[config.mk]
export PLATFORM = sky130hd
export DESIGN_NAME = ex_mem_skid
export DESIGN_NICKNAME = d
export VERILOG_FILES = /design/src/rtl/ex_mem_skid.sv
export SDC_FILE = /design/constraint.sdc
export NUM_CORES = 1
export LEC_CHECK = 0
export ABC_AREA = 1
export CAP_MARGIN = 40
export CORE_UTILIZATION = 25
export DETAILED_ROUTE_END_ITERATION = 10
export GPL_TIMING_DRIVEN = 0
export HOLD_SLACK_MARGIN = 0.03
export PLACE_DENSITY = 0.54
export SYNTH_ARGS = -nofsm -noshare
export SYNTH_HDL_FRONTEND = slang
export SYNTH_SLANG_ARGS = --single-unit
[constraint.sdc]
create_clock -name clk -period 2.8 [get_ports clk]
set_input_delay 0.42 -clock clk [delete_from_list [all_inputs] [get_ports clk]]
set_output_delay 0.42 -clock clk [all_outputs]
set_load 0.05 [all_outputs]
[src/rtl/ex_mem_skid.sv]
// EX/MEM pipeline stage with valid/ready flow control and a two-entry skid buffer.
// in_ready is registered; bubbles present all-zero control so MEM sees a NOP.
module ex_mem_skid #(
  parameter int CTRL_W = 8,
  parameter int DATA_W = 72,
  parameter int CNT_W  = 16
) (
  input  logic              clk,
  input  logic              rst_n,
  input  logic              flush,
  input  logic              in_valid,
  output logic              in_ready,
  input  logic [CTRL_W-1:0] in_ctrl,
  input  logic [DATA_W-1:0] in_data,
  output logic              out_valid,
  input  logic              out_ready,
  output logic [CTRL_W-1:0] out_ctrl,
  output logic [DATA_W-1:0] out_data,
  output logic [CNT_W-1:0]  stall_cnt
);

  typedef enum logic [1:0] {
    S_EMPTY = 2'd0,
    S_ONE   = 2'd1,
    S_TWO   = 2'd2
  } state_t;

  state_t            state_q, state_d;
  logic [CTRL_W-1:0] main_ctrl_q, main_ctrl_d;
  logic [DATA_W-1:0] main_data_q, main_data_d;
  logic [CTRL_W-1:0] skid_ctrl_q, skid_ctrl_d;
  logic [DATA_W-1:0] skid_data_q, skid_data_d;
  logic              in_ready_q, in_ready_d;
  logic [CNT_W-1:0]  stall_cnt_q, stall_cnt_d;

  logic main_valid;
  logic push;
  logic pop;

  assign main_valid = (state_q != S_EMPTY);
  assign push       = in_valid & in_ready_q;
  assign pop        = main_valid & out_ready;

  always_comb begin
    state_d     = state_q;
    main_ctrl_d = main_ctrl_q;
    main_data_d = main_data_q;
    skid_ctrl_d = skid_ctrl_q;
    skid_data_d = skid_data_q;
    if (flush) begin
      state_d = S_EMPTY;
    end else begin
      case (state_q)
        S_EMPTY: begin
          if (push) begin
            state_d     = S_ONE;
            main_ctrl_d = in_ctrl;
            main_data_d = in_data;
          end
        end
        S_ONE: begin
          if (push) begin
            if (pop) begin
              main_ctrl_d = in_ctrl;
              main_data_d = in_data;
            end else begin
              state_d     = S_TWO;
              skid_ctrl_d = in_ctrl;
              skid_data_d = in_data;
            end
          end else if (pop) begin
            state_d = S_EMPTY;
          end
        end
        S_TWO: begin
          // in_ready is low here, so only a pop can happen.
          if (pop) begin
            state_d     = S_ONE;
            main_ctrl_d = skid_ctrl_q;
            main_data_d = skid_data_q;
          end
        end
        default: state_d = S_EMPTY;
      endcase
    end
  end

  assign in_ready_d = (state_d != S_TWO);

  always_comb begin
    stall_cnt_d = stall_cnt_q;
    if (main_valid && !out_ready && (stall_cnt_q != {CNT_W{1'b1}}))
      stall_cnt_d = stall_cnt_q + 1'b1;
  end

  always_ff @(posedge clk or negedge rst_n) begin
    if (!rst_n) begin
      state_q     <= S_EMPTY;
      main_ctrl_q <= '0;
      main_data_q <= '0;
      skid_ctrl_q <= '0;
      skid_data_q <= '0;
      in_ready_q  <= 1'b1;
      stall_cnt_q <= '0;
    end else begin
      state_q     <= state_d;
      main_ctrl_q <= main_ctrl_d;
      main_data_q <= main_data_d;
      skid_ctrl_q <= skid_ctrl_d;
      skid_data_q <= skid_data_d;
      in_ready_q  <= in_ready_d;
      stall_cnt_q <= stall_cnt_d;
    end
  end

  assign in_ready  = in_ready_q;
  assign out_valid = main_valid;
  assign out_ctrl  = main_ctrl_q & {CTRL_W{main_valid}};
  assign out_data  = main_data_q;
  assign stall_cnt = stall_cnt_q;

endmodule

==> metrics.cfg, run 1 <==
[sta]
period_minus_slack_ps = 2450
holdWs_ps = 6.67
fin_crit_sh_pct = 87.6
finalWorstSetupSlack_ps = 347
setup_viol = 0
final_hold_viol_count = 0
drv_slew = 0
rsz0062_at_grt = no
worstMarginPinSlew_ps = 772
fmax_mhz = 408
slew_headroom_pct = 48.5
clock_skew_ps = 11.3
tns_ps = 0

[setup_path]
cp.arrival_ps = 2030
critPathMaxStageDelay_ps = 760
worstPathCellList = nor2_4, inv_1, clkdlybuf4s50_1
cp-end-kind = output port
crit_required_ps = 2380
cp_max_fo = 10
crit_path_start_kind = flop
cpMaxStageDelayCell = clkdlybuf4s50_1
path_class = flop to output port

[die]
start_util_pct = 25.6
die_h_um = 182
row_count = 65
die-area_mm2 = 0.0332
die_x_um = 182
core_mm2 = 0.0318
io_pins = 183

[power_and_ir_drop]
p_seq_share_pct = 41.6
power.net_switching_uw = 3010
power_density_mw_per_mm2 = 758
clkPwrFrac_pct = 29.0
swShare_pct = 35.7
leakage_uw = 0.00522
power_frac_comb_pct = 29.3
p_int_uw = 5420
vdd_drop_max_v = 0.000353

[grt]
grt_first_pass_wirelength_mm = 37.9
grt_pass1_vias = 6927
grt_use_total_pct = 14.7
grt_max_degree = 97
grt-ovfl-total = 0
antenna_found_initial = 3

[synth]
synth_cells = 1024
syn_area_mm2 = 0.00813
ys_types = 23
avgSynthCellArea_um2 = 7.94
ys_ff_latch = 179
synth_nets = 1110
yosys_warnings = 0
synth_seq_area_share_pct = 55.1

[routing]
vias = 6970
dr.pass1.iters = 4
postRouteAntennaNets = 0
vias_per_cell = 4.16
wire_per_inst_um = 13.9
drc_errors = 0
drt_iter0_drc = 366
wl_mm = 23.2

[cts]
cts_tree = yes
htree_levels = 4
clk_pin_slew_ps = 70
numClockSinks = 179
cts_resized = 0
numCtsBuffers = 17
clock_latency_ps = 430
postCtsHoldBufs = 0
post_cts_buffers = 0
cts_buffer_depth = 2
clock-root-buffer = clkbuf_16

[placed_design]
dp_slack_ps = 266
gp_congestion = 0.797
hpwl_mm = 16.5
postPlaceCellArea_mm2 = 0.0105
port_buffers = 182

[layout]
stdcell_area_mm2 = 0.0111
multi_input_area_mm2 = 0.00272
num-fill-cells = 3357
syn2layout_area_growth_pct = 36.8
final_net_count = 1312
seq_area_mm2 = 0.00448
drive_above_1_share_pct = 5.49
final_cell_mix = nand2_1, o21ai_0, clkdlybuf4s50_1, inv_1, dfrtp_1
final_common_cell = nand2_1
post-route-util_pct = 35.0

[job]
drv_cap = 0

[status]
outcome = completed

[worst_hold_path]
hold_path_class = input port to asynchronous set/reset pin

critical path, delay by kind of cell (launching register included):
family | cells | cell delay, ps
DFF | 1 | 450
buffers and inverters | 2 | 860
and+or+nand+nor | 1 | 300
state kept, by name (all words and copies together), names as in the netlist:
signal	cells
in_ready	1
main_ctrl_q	8
out_data	72
skid_ctrl_q	8
skid_data_q	72
stall_cnt	16
state_q	2
Yosys cell counts (all sizes together):
cell type	number	area [um^2]
a21oi	39	195
buf	33	184
clkbuf	20	75.1
dfrtp	178	4450
dfstp	1	26.3
ha	1	12.5
inv	179	672
nand2	271	1020
nand3	8	40.0
nand3b	1	7.51
nand4	5	31.3
nor2	68	265
nor3	2	21.3
o21ai	210	1050
xnor2	7	61.3
xor2	1	8.76
final timing paths:
path / start / end / slack (ps) / depth (start not counted)
hold / removal: rst_n / out_data[37] / 7 / 1
max in group asynchronous: rst_n / out_data[6] / 1890 / 2
setup reg to reg: state_q[1] / skid_data_q[5] / 600 / 8
min in group clk: skid_data_q[2] / skid_data_q[2] / 480 / 2
hold reg to reg: skid_data_q[2] / skid_data_q[2] / 480 / 2
setup / recovery: state_q[1] / out_valid / 350 / 3
power by group through the flow:
| stage | combinational [uW] | clock, uW | sequential, uW |
|---|---|---|---|
| after floorplan | 757 | 0 | 4340 |
| after global placement | 2460 | 0 | 3550 |
| after detailed placement | 2500 | 0 | 3560 |
| after CTS | 2510 | 2560 | 3520 |
| after global routing | 2700 | 2650 | 3590 |
| final | 2470 | 2450 | 3510 |
through the flow:
stage	power, uW	std cells
global route	8950	1675
finish	8430	1676
detailed placement	6060	1642
CTS	8590	1674
floorplan	5090	1024
global placement	6020	1641
cell type report:
| cell class | instances | share of cell area [%] |
|---|---|---|
| flip-flops and latches | 179 | 40.3 |
| diodes | 2 | 0.0450 |
| multi-input cells | 613 | 24.4 |
| inverters | 179 | 6.04 |
| clock buffers | 19 | 3.98 |
| well taps | 435 | 4.89 |
| plain buffers | 53 | 2.33 |
| repair buffers | 183 | 16.7 |
| clock inverters | 13 | 1.33 |
routing by layer:
layer	wire (um)	track usage, %
met4	314	4.03
met2	10100	22.5
met5	13	0
met1	11700	20.5
met3	1190	3.87
kinds of logic after synthesis:
family          share of synthesized area, %
simple gates                            17.0
compound gates                          15.4
buf+inv                                 11.5
flops                                   55.1
xor+xnor                               0.862
fa+ha+maj                              0.154
(Power assumes the default switching activity.)
==> inputs of run 2 (changes only) <==
--- a/config.mk
+++ b/config.mk
@@ -8,10 +8,11 @@
 export ABC_AREA = 1
 export CAP_MARGIN = 40
 export CORE_UTILIZATION = 25
+export CTS_BUF_LIST = sky130_fd_sc_hd__clkbuf_4 sky130_fd_sc_hd__clkbuf_8
 export DETAILED_ROUTE_END_ITERATION = 10
 export GPL_TIMING_DRIVEN = 0
 export HOLD_SLACK_MARGIN = 0.03
-export PLACE_DENSITY = 0.54
+export PLACE_DENSITY_LB_ADDON = 0.05
 export SYNTH_ARGS = -nofsm -noshare
 export SYNTH_HDL_FRONTEND = slang
 export SYNTH_SLANG_ARGS = --single-unit
==> run 2 against run 1 <==
Utilization shrank 0.57 points. Die area unchanged. Power shrank 6.1%. Register-to-register slack worse by 110 ps. Via count is 0.33% higher. Critical path depth did not move. Sequential cell count unchanged. Clock-buffer cell count decreased by 2. Clock skew rose by 8.7 ps. Combinational power barely moved. Routed wire length is 5.0% higher.
==> metrics.cfg, run 2 (synthesized netlist as in run 1, its figures left out) <==
[die]
core_mm2 = 0.0318  ; unchanged
start_util_pct = 25.6  ; unchanged
io_pins = 183  ; unchanged
die_x_um = 182  ; unchanged
die_h_um = 182  ; unchanged
die-area_mm2 = 0.0332  ; unchanged
row_count = 65  ; unchanged

[setup_path]
crit_required_ps = 2380  ; about the same
r2r-end = skid_data_q[14]
cp_max_fo = 10  ; unchanged
path_class = flop to output port
crit_path_start_kind = flop
reg2reg_depth = 8  ; unchanged
cp.arrival_ps = 2120  ; +90 ps
worst-r2r-setup-slack_ps = 490  ; -110 ps
reg2reg_from = state_q[0]
cp-end-kind = output port

[sta]
fin_crit_sh_pct = 90.8  ; +3.3 points
worstMarginPinSlew_ps = 618  ; -154 ps
rsz0062_at_grt = no
holdWs_ps = 490  ; +484 ps
clock_skew_ps = 20.0  ; +8.68 ps
slew_headroom_pct = 58.8  ; +10 points
finalWorstSetupSlack_ps = 256  ; -91.0 ps
period_minus_slack_ps = 2540  ; +91.0 ps
setup_viol = 0  ; unchanged
fmax_mhz = 393  ; -3.6%
final_hold_viol_count = 0  ; unchanged
drv_slew = 0  ; unchanged

[cts]
numClockSinks = 179  ; unchanged
cts_buffer_depth = 2  ; unchanged
clock_latency_ps = 470  ; +40 ps
post_cts_buffers = 0  ; unchanged
htree_levels = 4  ; unchanged
clock-root-buffer = clkbuf_8
cts_tree = yes
numCtsBuffers = 17  ; unchanged
clk_pin_slew_ps = 100  ; +30 ps

[status]
outcome = completed

[routing]
drt_iter0_drc = 362  ; -1.1%
wl_mm = 24.4  ; +5.0%
vias = 6993  ; +0.33%
vias_per_cell = 4.18  ; +0.51%
drc_errors = 0  ; unchanged
postRouteAntennaNets = 0  ; unchanged
wire_per_inst_um = 14.6  ; +5.2%
dr.pass1.iters = 5  ; +1

[placed_design]
dp_slack_ps = 244  ; -22.4 ps
hpwl_mm = 16.9  ; +2.6%
dp.cells = 1642  ; unchanged
gp_congestion = 0.737  ; -7.6%
port_buffers = 182  ; unchanged

[power_and_ir_drop]
vdd_drop_max_v = 0.000355  ; +0.75%
leakage_uw = 0.00513  ; -1.6%
power_density_mw_per_mm2 = 723  ; -4.6%

[grt]
grt_pass1_vias = 7020  ; +1.3%
grt_first_pass_wirelength_mm = 39.5  ; +4.4%
grt_max_degree = 107  ; +10%
grt-ovfl-total = 0  ; unchanged
antenna_found_initial = 1  ; -2
grt_use_total_pct = 15.4  ; +0.71 points

[layout]
fin_cells = 1673  ; -0.18%
syn2layout_area_growth_pct = 34.6
final_cell_mix = nand2_1, o21ai_0, clkdlybuf4s50_1, inv_1, dfrtp_1
final_net_count = 1313  ; +0.076%
final_common_cell = nand2_1
drive_above_1_share_pct = 5.41  ; -0.076 points
antenna-diode-count = 0  ; -2

[worst_hold_path]
hold_path_end = skid_ctrl_q[7]
worstHoldStart = skid_ctrl_q[7]
whs_path_depth = 2
hold_path_class = flop to flop

[job]
drv_cap = 0  ; unchanged

[run 2: changes by cell type in the layout (fill, tap and decap cells not counted), sizes merged]
cell | previous run | this run
clkinv | 5 | 2
clkbuf | 39 | 37
diode | 2 | 0
bufinv | 2 | 3
clkinvlp | 1 | 2
dlygate4sd3 | 0 | 1
inv | 184 | 185
[run 2: timing repair]
item / CTS / global route
endpoints found under the hold margin: 73 / 0
hold buffers: 1 / 0
gates resized for setup: 0 / 0
[run 2: cell type report]
| class | count | area, um^2 |
|---|---|---|
| well taps | 435 | 544 |
| clock buffers | 17 | 234 |
| plain buffers | 53 | 259 |
| fillers | 3402 | 20900 |
| multi-input cells | 613 | 2720 |
| flip-flops and latches | 179 | 4480 |
| repair buffers | 184 | 1860 |
| clock inverters | 13 | 171 |
| inverters | 179 | 672 |
[run 2: how the worst max path moves through the flow]
stage                 start              to  cells past startpoint
2_1_floorplan  stall_cnt[1]   stall_cnt[11]                      9
3_3_place_gp          rst_n    stall_cnt[0]                      1
3_5_place_dp       in_valid  skid_data_q[7]                      8
4_1_cts          state_q[0]       out_valid                      3
5_1_grt          state_q[0]       out_valid                      3
6_report         state_q[0]       out_valid                      3
[run 2: worst max-delay path: stages, from the launching register on]
cell             delay [ps]
dfrtp_1                 440
nor2_4                  360
inv_1                   110
clkdlybuf4s50_1         750
[run 2: metrics by stage]
stage,power [uW],area (um^2),util (%),TNS (ps)
final,7910,10900,34.4,0
after global routing,8440,10900,34.4,0
after CTS,8070,10900,34.4,0
after detailed placement,6060,10500,33.1,0
after global placement,6050,10500,33.0,-1276980
after floorplan,5090,8130,-,0
[run 2: power by group]
group / switching [uW] / total (uW) / internal [uW]
Clock: 1040 / 1930 / 891
Combinational: 1620 / 2480 / 857
Sequential: 300 / 3500 / 3200
[run 2: per-layer routing]
| metal | global-route usage [%] | up-vias | share of wire (%) |
|---|---|---|---|
| li1 | - | 3540 | - |
| met3 | 3.69 | 13 | 4.7 |
| met2 | 24.1 | 132 | 45 |
| met1 | 21.5 | 3306 | 49 |
| met4 | 3.63 | 2 | 0.82 |
| met5 | 0 | - | 0.045 |
==> inputs of run 3 (changes only) <==
--- a/config.mk
+++ b/config.mk
@@ -6,7 +6,7 @@
 export NUM_CORES = 1
 export LEC_CHECK = 0
 export ABC_AREA = 1
-export CAP_MARGIN = 40
+export CAP_MARGIN = 25
 export CORE_UTILIZATION = 25
 export CTS_BUF_LIST = sky130_fd_sc_hd__clkbuf_4 sky130_fd_sc_hd__clkbuf_8
 export DETAILED_ROUTE_END_ITERATION = 10
==> results of run 3 <==
Same layout as run 2: the final DEF is identical, and so are final timing and power.
